File: config.mk
export PLATFORM = sky130hd
export DESIGN_NAME = game_tick_scheduler
export DESIGN_NICKNAME = d
export VERILOG_FILES = /design/src/rtl/game_tick_scheduler.sv
export SDC_FILE = /design/constraint.sdc
export NUM_CORES = 1
export LEC_CHECK = 0
export ABC_AREA = 1
export BUFFER_PORTS_ARGS = -buffer_cell sky130_fd_sc_hd__buf_2
export CAP_MARGIN = 30
export CORE_ASPECT_RATIO = 0.6
export CORE_UTILIZATION = 55
export DETAILED_ROUTE_END_ITERATION = 12
export PLACE_DENSITY = 0.72
export RECOVER_POWER = 100
export SLEW_MARGIN = 20
export SYNTH_ARGS = -nofsm -noshare
export SYNTH_HDL_FRONTEND = slang
export SYNTH_SLANG_ARGS = --single-unit
File: constraint.sdc
create_clock -name clk -period 3.4 [get_ports clk]
set_input_delay 0.68 -clock clk [delete_from_list [all_inputs] [get_ports clk]]
set_output_delay 0.68 -clock clk [all_outputs]
set_load 0.05 [all_outputs]
File: src/rtl/game_tick_scheduler.sv
// Timebase for the snake game: free-running frame_tick plus level-dependent step_req
// with a req/ack handshake, sequenced by an IDLE/RUN/PAUSED state machine.
module game_tick_scheduler #(
   parameter int unsigned CLOCK_FREQ   = 74250000,
   parameter int unsigned FRAME_HZ     = 50,
   parameter int unsigned BASE_STEP_HZ = 2,
   parameter int unsigned STEP_HZ_INC  = 1,
   parameter int unsigned MAX_LVL      = 7
) (
   input  logic       clk,
   input  logic       rst_n,
   input  logic       run_en,
   input  logic       pause,
   input  logic [2:0] speed_lvl,
   input  logic       speed_load,
   input  logic       step_ack,
   output logic       frame_tick,
   output logic       step_req,
   output logic       overrun,
   output logic [2:0] cur_lvl,
   output logic [1:0] state
);

   localparam int unsigned CNT_W   = 32;
   localparam int unsigned LVL_W   = 3;
   localparam int unsigned NUM_LVL = 1 << LVL_W;
   localparam int unsigned SH_W    = $clog2(CNT_W);

   localparam logic [CNT_W-1:0] FRAME_P = CNT_W'(CLOCK_FREQ / FRAME_HZ);
   localparam logic [LVL_W-1:0] MAX_LVL_C =
      LVL_W'((MAX_LVL >= NUM_LVL) ? (NUM_LVL - 1) : MAX_LVL);

   // Step period per level, packed level-major so it can be indexed by {lvl, 0}
   function automatic logic [NUM_LVL*CNT_W-1:0] build_step_tbl();
      logic [NUM_LVL*CNT_W-1:0] tbl;
      tbl = '0;
      for (int unsigned l = 0; l < NUM_LVL; l++) begin
         tbl[l*CNT_W +: CNT_W] = CNT_W'(CLOCK_FREQ / (BASE_STEP_HZ + l * STEP_HZ_INC));
      end
      return tbl;
   endfunction

   localparam logic [NUM_LVL*CNT_W-1:0] STEP_TBL = build_step_tbl();

   typedef enum logic [1:0] {
      ST_IDLE   = 2'b00,
      ST_RUN    = 2'b01,
      ST_PAUSED = 2'b10
   } state_t;

   state_t           fsm;
   logic [CNT_W-1:0] frame_cnt;
   logic [CNT_W-1:0] step_cnt;
   logic [CNT_W-1:0] step_p_c;
   logic [LVL_W-1:0] load_lvl_c;
   logic             step_ev_c;

   assign state = fsm;

   always_comb begin
      step_p_c   = STEP_TBL[{cur_lvl, SH_W'(0)} +: CNT_W];
      load_lvl_c = (speed_lvl > MAX_LVL_C) ? MAX_LVL_C : speed_lvl;
      step_ev_c  = (fsm == ST_RUN) && (step_cnt >= step_p_c - CNT_W'(1));
   end

   // Frame divider runs in every state, independent of the game FSM
   always_ff @(posedge clk or negedge rst_n) begin
      if (!rst_n) begin
         frame_cnt  <= '0;
         frame_tick <= 1'b0;
      end else if (frame_cnt == FRAME_P - CNT_W'(1)) begin
         frame_cnt  <= '0;
         frame_tick <= 1'b1;
      end else begin
         frame_cnt  <= frame_cnt + CNT_W'(1);
         frame_tick <= 1'b0;
      end
   end

   // Game sequencing, step counter and step handshake
   always_ff @(posedge clk or negedge rst_n) begin
      if (!rst_n) begin
         fsm      <= ST_IDLE;
         step_cnt <= '0;
         step_req <= 1'b0;
         overrun  <= 1'b0;
         cur_lvl  <= '0;
      end else begin
         if (speed_load) cur_lvl <= load_lvl_c;

         if (!run_en) begin
            fsm      <= ST_IDLE;
            step_cnt <= '0;
            step_req <= 1'b0;
         end else begin
            unique case (fsm)
               ST_IDLE: begin
                  fsm      <= ST_RUN;
                  step_cnt <= '0;
                  step_req <= 1'b0;
                  overrun  <= 1'b0;
               end
               ST_RUN, ST_PAUSED: begin
                  if (fsm == ST_RUN && pause)         fsm <= ST_PAUSED;
                  else if (fsm == ST_PAUSED && !pause) fsm <= ST_RUN;

                  // A new level restarts the period even if an event fires now
                  if (speed_load)     step_cnt <= '0;
                  else if (step_ev_c) step_cnt <= '0;
                  else if (fsm == ST_RUN) step_cnt <= step_cnt + CNT_W'(1);

                  if (step_ev_c) begin
                     if (step_req && !step_ack) overrun  <= 1'b1;
                     else                       step_req <= 1'b1;
                  end else if (step_req && step_ack) begin
                     step_req <= 1'b0;
                  end
               end
               default: fsm <= ST_IDLE;
            endcase
         end
      end
   end

endmodule
Yosys cells after proc, flatten, opt, wreduce, memory -nomap -nowiden
Cells that the tools add are included.
Word-level totals
  register bits: 72
  logic and storage cells: 56
  output and inout port bits: 8
  bits of input ports: 9
Operators by class
  magnitude comparators: 2
  add/subtract/negate cells: 3
  reduce and logical (&&, ||, !) cells: 13
  eq/ne operators: 10
  mux-type cells: 20
  shift operators: 1
Operators by type and width (number)
  256-bit by 9-bit indexed part select with 32-bit output, first input constant: 1
  32-bit 2-to-1 mux: 5
  32-bit by 1-bit adder with 32-bit output, second input constant: 2
  32-bit case mux with 2 select lines: 1
  32-bit by 21-bit equality test with 1-bit output, second input constant: 1
  32-bit >= comparator: 1
  32-bit by 1-bit subtractor with 32-bit output, second input constant: 1
  4-bit inequality test, second input constant: 3
  1-bit 2-to-1 mux: 7
  2-bit 2-to-1 mux: 3
  1-bit logical AND: 5
  5-bit inequality test, second input constant: 1
  2-bit inequality test, second input constant: 2
  1-bit case mux with 2 select lines: 2
  2-bit case mux with 2 select lines: 1
  4-bit AND reduction: 1
  3-bit greater-than comparator, second input constant: 1
  3-bit 2-to-1 mux: 1
  3-bit by 1-bit inequality test with 1-bit output, second input constant: 1
  3-bit AND reduction: 1
  2-bit by 1-bit equality test with 1-bit output, second input constant: 1
  2-bit equality test, second input constant: 1
  1-bit zero test: 2
  2-bit zero test: 1
  3 further kinds: 3

Longest topological paths before layout
  depth after elaboration: 8
  mapped depth: 20
  mapped depth without buffers: 19

Worst setup path after synthesis
No wires, ideal clock.
  path kind: register -> register
  start point: register cur_lvl[0]
  end point: register step_cnt[27]
  clock period less this slack: 3.176 ns
  arrival: 3.093 ns
  path buffers: 1
  stages on the path, launching flop included: 20
  setup slack: 0.224 ns
  cells stage by stage: dfrtp_1 > inv_1 > ha_1 > nor2_1 > inv_1 > nand2_1 > nand2_1 > o21ai_0 > ha_1 > a21o_1 > nor2_1 > nand2_1 > nand2_1 > nand2_1 > nand2_1 > nand2_1 > nand2_1 > nand2_2 > buf_2 > o21ai_0
On the way
  longest elaborated chain between the ends: 8
  elaborated cells between the ends (all ways): 10
  those cells by class: add/sub: 1; order compare: 1; eq/ne: 1; shift: 1; mux: 4; reduce/logical: 2
RTL lines
  start: declaration: line 20  | output logic [2:0] cur_lvl,
  start signal: assignment: line 89  | if (speed_load) cur_lvl <= load_lvl_c;
  256-bit by 9-bit indexed part select with 32-bit output *: line 61  | step_p_c = STEP_TBL[{cur_lvl, SH_W'(0)} +: CNT_W];
  32-bit by 1-bit subtractor with 32-bit output *: line 63  | step_ev_c = (fsm == ST_RUN) && (step_cnt >= step_p_c - CNT_W'(1));
  32-bit >= comparator *: line 63
  1-bit logical AND *: line 63
  32-bit 2-to-1 mux: line 109  | else if (step_ev_c) step_cnt <= '0;
  32-bit 2-to-1 mux: line 108  | if (speed_load) step_cnt <= '0;
  32-bit case mux with 2 select lines: line 96  | unique case (fsm)
  32-bit 2-to-1 mux: line 91  | if (!run_en) begin
  end signal: assignment: line 110  | else if (fsm == ST_RUN) step_cnt <= step_cnt + CNT_W'(1);
  end: declaration: line 53  | logic [CNT_W-1:0] step_cnt;
Every way passes the cells marked *; elsewhere a longest branch is shown, timed or not.
A chain may end at the register's enable or synchronous reset.

Worst setup path in the final report
  start point: register cur_lvl[1]
  end point: register step_cnt[18]
The elaborated chain is that of the path after synthesis.

==> out/summary.txt <==
Post-synthesis sequential area ratio: 33.4%
Die Width: 130 um
Worst-Margin Slew: 1.33 ns
Pwr dens: 395 mW/mm2
Row count: 27
I/O Buffers: 16
Status: finished clean
Area Overhead vs Synth: 8.46%
Commonest non-fill, non-tap cell in the layout: nand2_1
F_max: 0.321 GHz
Die area: 0.0102 mm2
CP Max Fanout: 26
Hold Fails Final Rpt: 0
Max Root-Sink Buffers: 2
Setup TNS: 0 ns
Post-synth top area cell: dfrtp_1
Initial core utilization: 57.7%
Worst-path clk slew: 0.06 ns
CTS Hold Bufs: 0
Synth top area share: 33.4%
Via count: 4964
Post-synthesis cell count: 720
DRC viols: 0
Switching share of power: 30.3%
Clk sinks: 72
Final #Nets: 800
Leakage: 2.74 nW
Post-layout min period: 3.11 ns
Placed Instances: 864
Gpl congestion: 0.997
Final Worst Setup Slack: 0.287 ns
Synth Flop Type: dfrtp_1
Clk pwr share: 44.2%
Yosys reg bits: 72
Io pins: 17
Reg power frac: 38.9%
Antenna Violating Nets Remaining: 0
Part of the cycle the worst path needs: 91.5%
Worst hold path class: flip-flop to flip-flop
Post-DP HPWL: 11000 um
Distinct cells, synth: 36
Final WL: 14500 um
Diodes inserted: 0
Syn. warnings: 0
Switch Pwr: 0.000702 W
Max_cap viols: 0
Number of global-route vias before repair: 4415
CP arrival: 3.37 ns
P_int: 0.00161 W
Vias per inst: 5.64
Critical path capture point type: flip-flop
Core box area: 0.00936 mm2
Worst-Skew Late Latency: 0.34 ns
H-tree depth: 3
Largest net degree at the start of global routing: 73
Post-synthesis area per instance: 7.50 um2
Crit Path Class: flip-flop to flip-flop
Mapped cell area: 0.00540 mm2
Most frequent cells in the layout: nand2_1 (168), inv_1 (89), nor2_1 (89)
Number of enable flip-flop cells after synthesis: 0
Remaining global-route overflow: 0
Wire per inst: 16.5 um
Pre-Repair DR Iteration Count: 5
VDD IR max: 0.235 mV
CTS tree: yes
First-pass GRT wire length: 23400 um
Ys async rst share: 100%
Antenna violations before repair: 1
Top post-synthesis cells by area: dfrtp_1 (33%), nand2_1 (12%), ha_1 (10%)
Setup crit start kind: flip-flop
Final Setup Violations: 0
Final Max Slew Viols: 0
Iteration-0 DRC Markers: 633
Num CTS Buffers: 9
Slew HR: 11.1%
Critical Path RT: 3.65 ns
Share of cells above drive strength 1: 6.13%
GRT Util Overall: 30.4%
Combinational share of power: 16.9%
Root Buffer: clkbuf_16
Finished Layout Cells: 880
Clock Skew: 0.00896 ns
Worst slack at placement: 0.0319 ns
Die Ht: 78.7 um
## final timing paths
check	start	to	slack [ns]	cells after the start
setup / recovery	cur_lvl[1]$_DFFE_PN0P_	step_cnt[18]$_DFFE_PN0P_	0.29	17
hold / removal	overrun$_DFFE_PN0P_	overrun$_DFFE_PN0P_	0.47	2
setup reg to reg	cur_lvl[1]$_DFFE_PN0P_	step_cnt[18]$_DFFE_PN0P_	0.29	17
hold reg to reg	overrun$_DFFE_PN0P_	overrun$_DFFE_PN0P_	0.47	2
max in group asynchronous	rst_n	state[1]$_DFFE_PN0P_	0.83	2
min in group asynchronous	rst_n	frame_cnt[9]$_DFF_PN0_	0.61	1
## metrics by stage
step	util [%]	hold WS, ns	total power (W)	instance area [um2]
finish	62.6	0.474	0.00231	5860
global route	62.6	0.526	0.00240	5860
CTS	63.5	0.473	0.00231	5940
detailed placement	60.2	0.460	0.00130	5630
global placement	60.2	0.452	0.00128	5630
floorplan	-	0.384	0.00118	5410
## final cells by class
type | count | area, um2
clock buffer | 9 | 225
clock inverter | 6 | 85.1
fill | 830 | 3500
inverter | 91 | 342
multi-input combinational | 554 | 3160
sequential | 72 | 1800
tap | 130 | 163
timing repair buffer | 18 | 81.3
## critical path, cell delays in order, from the launching register on
cell and delay, ns:
dfrtp_2 0.46, inv_1 0.18, ha_1 0.30, inv_1 0.08, nor2_1 0.06, nor2_1 0.24, nand3_1 0.13, xnor2_1 0.15
ha_1 0.29, a21oi_1 0.16, o21ai_0 0.09, nand2_1 0.06, nand2_1 0.06, nor2_1 0.13, nand2_1 0.10, nand2_2 0.16
nand2_8 0.15, o21ai_0 0.19
## registers in the layout, indices dropped and copies added, names as in the netlist
signal / count
frame_cnt: 32
step_cnt: 32
cur_lvl: 3
state: 2
step_req: 1
overrun: 1
frame_tick: 1
## logic make-up after synthesis
family | count (synthesis) | share of synthesized area, %
buffers and inverters | 98 | 6.93
xor gates and xnor gates | 53 | 8.60
AOI/OAI and AO/OA | 75 | 7.51
other | 1 | 0.0695
adders and majority gates | 45 | 10.4
and+or+nand+nor | 376 | 33.1
DFF | 72 | 33.4
## metal layers
layer | global-route usage, % | part of all wire [%] | wire [um] | vias to the layer above
li1 | - | - | - | 2403
met1 | 48.5 | 50 | 7250 | 2304
met2 | 38.2 | 37 | 5420 | 237
met5 | 0 | 0 | 0 | -
met3 | 9.84 | 12 | 1670 | 20
met4 | 6.86 | 1.0 | 148 | 0
## synthesized netlist by cell type, types with 2 or more instances
library cell  number
nand2_1          166
inv_1             88
nor2_1            84
dfrtp_1           72
ha_1              45
o21ai_0           41
xor2_1            35
nand4_1           32
nand3_1           28
nor3_1            28
a21oi_1           23
xnor2_1           18
nor4_1             9
nor2_4             7
nand2_2            6
buf_2              5
nor3_2             4
inv_2              3
nand2_4            3
a21o_1             2
clkbuf_1           2
nand3_4            2
nor3_4             2
o211ai_1           2
o21ai_1            2
## what timing repair did
item / in CTS / in global routing
buffers inserted: 0 / 0
hold endpoints to repair: 0 / 0
setup endpoints to repair: 0 / 30
resized for setup: 0 / 5
## power by group through the flow
| stage | clock network [W] | registers, W | logic (W) |
|---|---|---|---|
| 6_report | 0.00102 | 0.000901 | 0.000391 |
| 5_1_grt | 0.00106 | 0.000904 | 0.000434 |
| 4_1_cts | 0.00103 | 0.000900 | 0.000381 |
| 3_5_place_dp | 0 | 0.000916 | 0.000379 |
| 3_3_place_gp | 0 | 0.000915 | 0.000367 |
| 2_1_floorplan | 0 | 0.000955 | 0.000222 |
No activity file was read; power rests on OpenSTA's default activity.
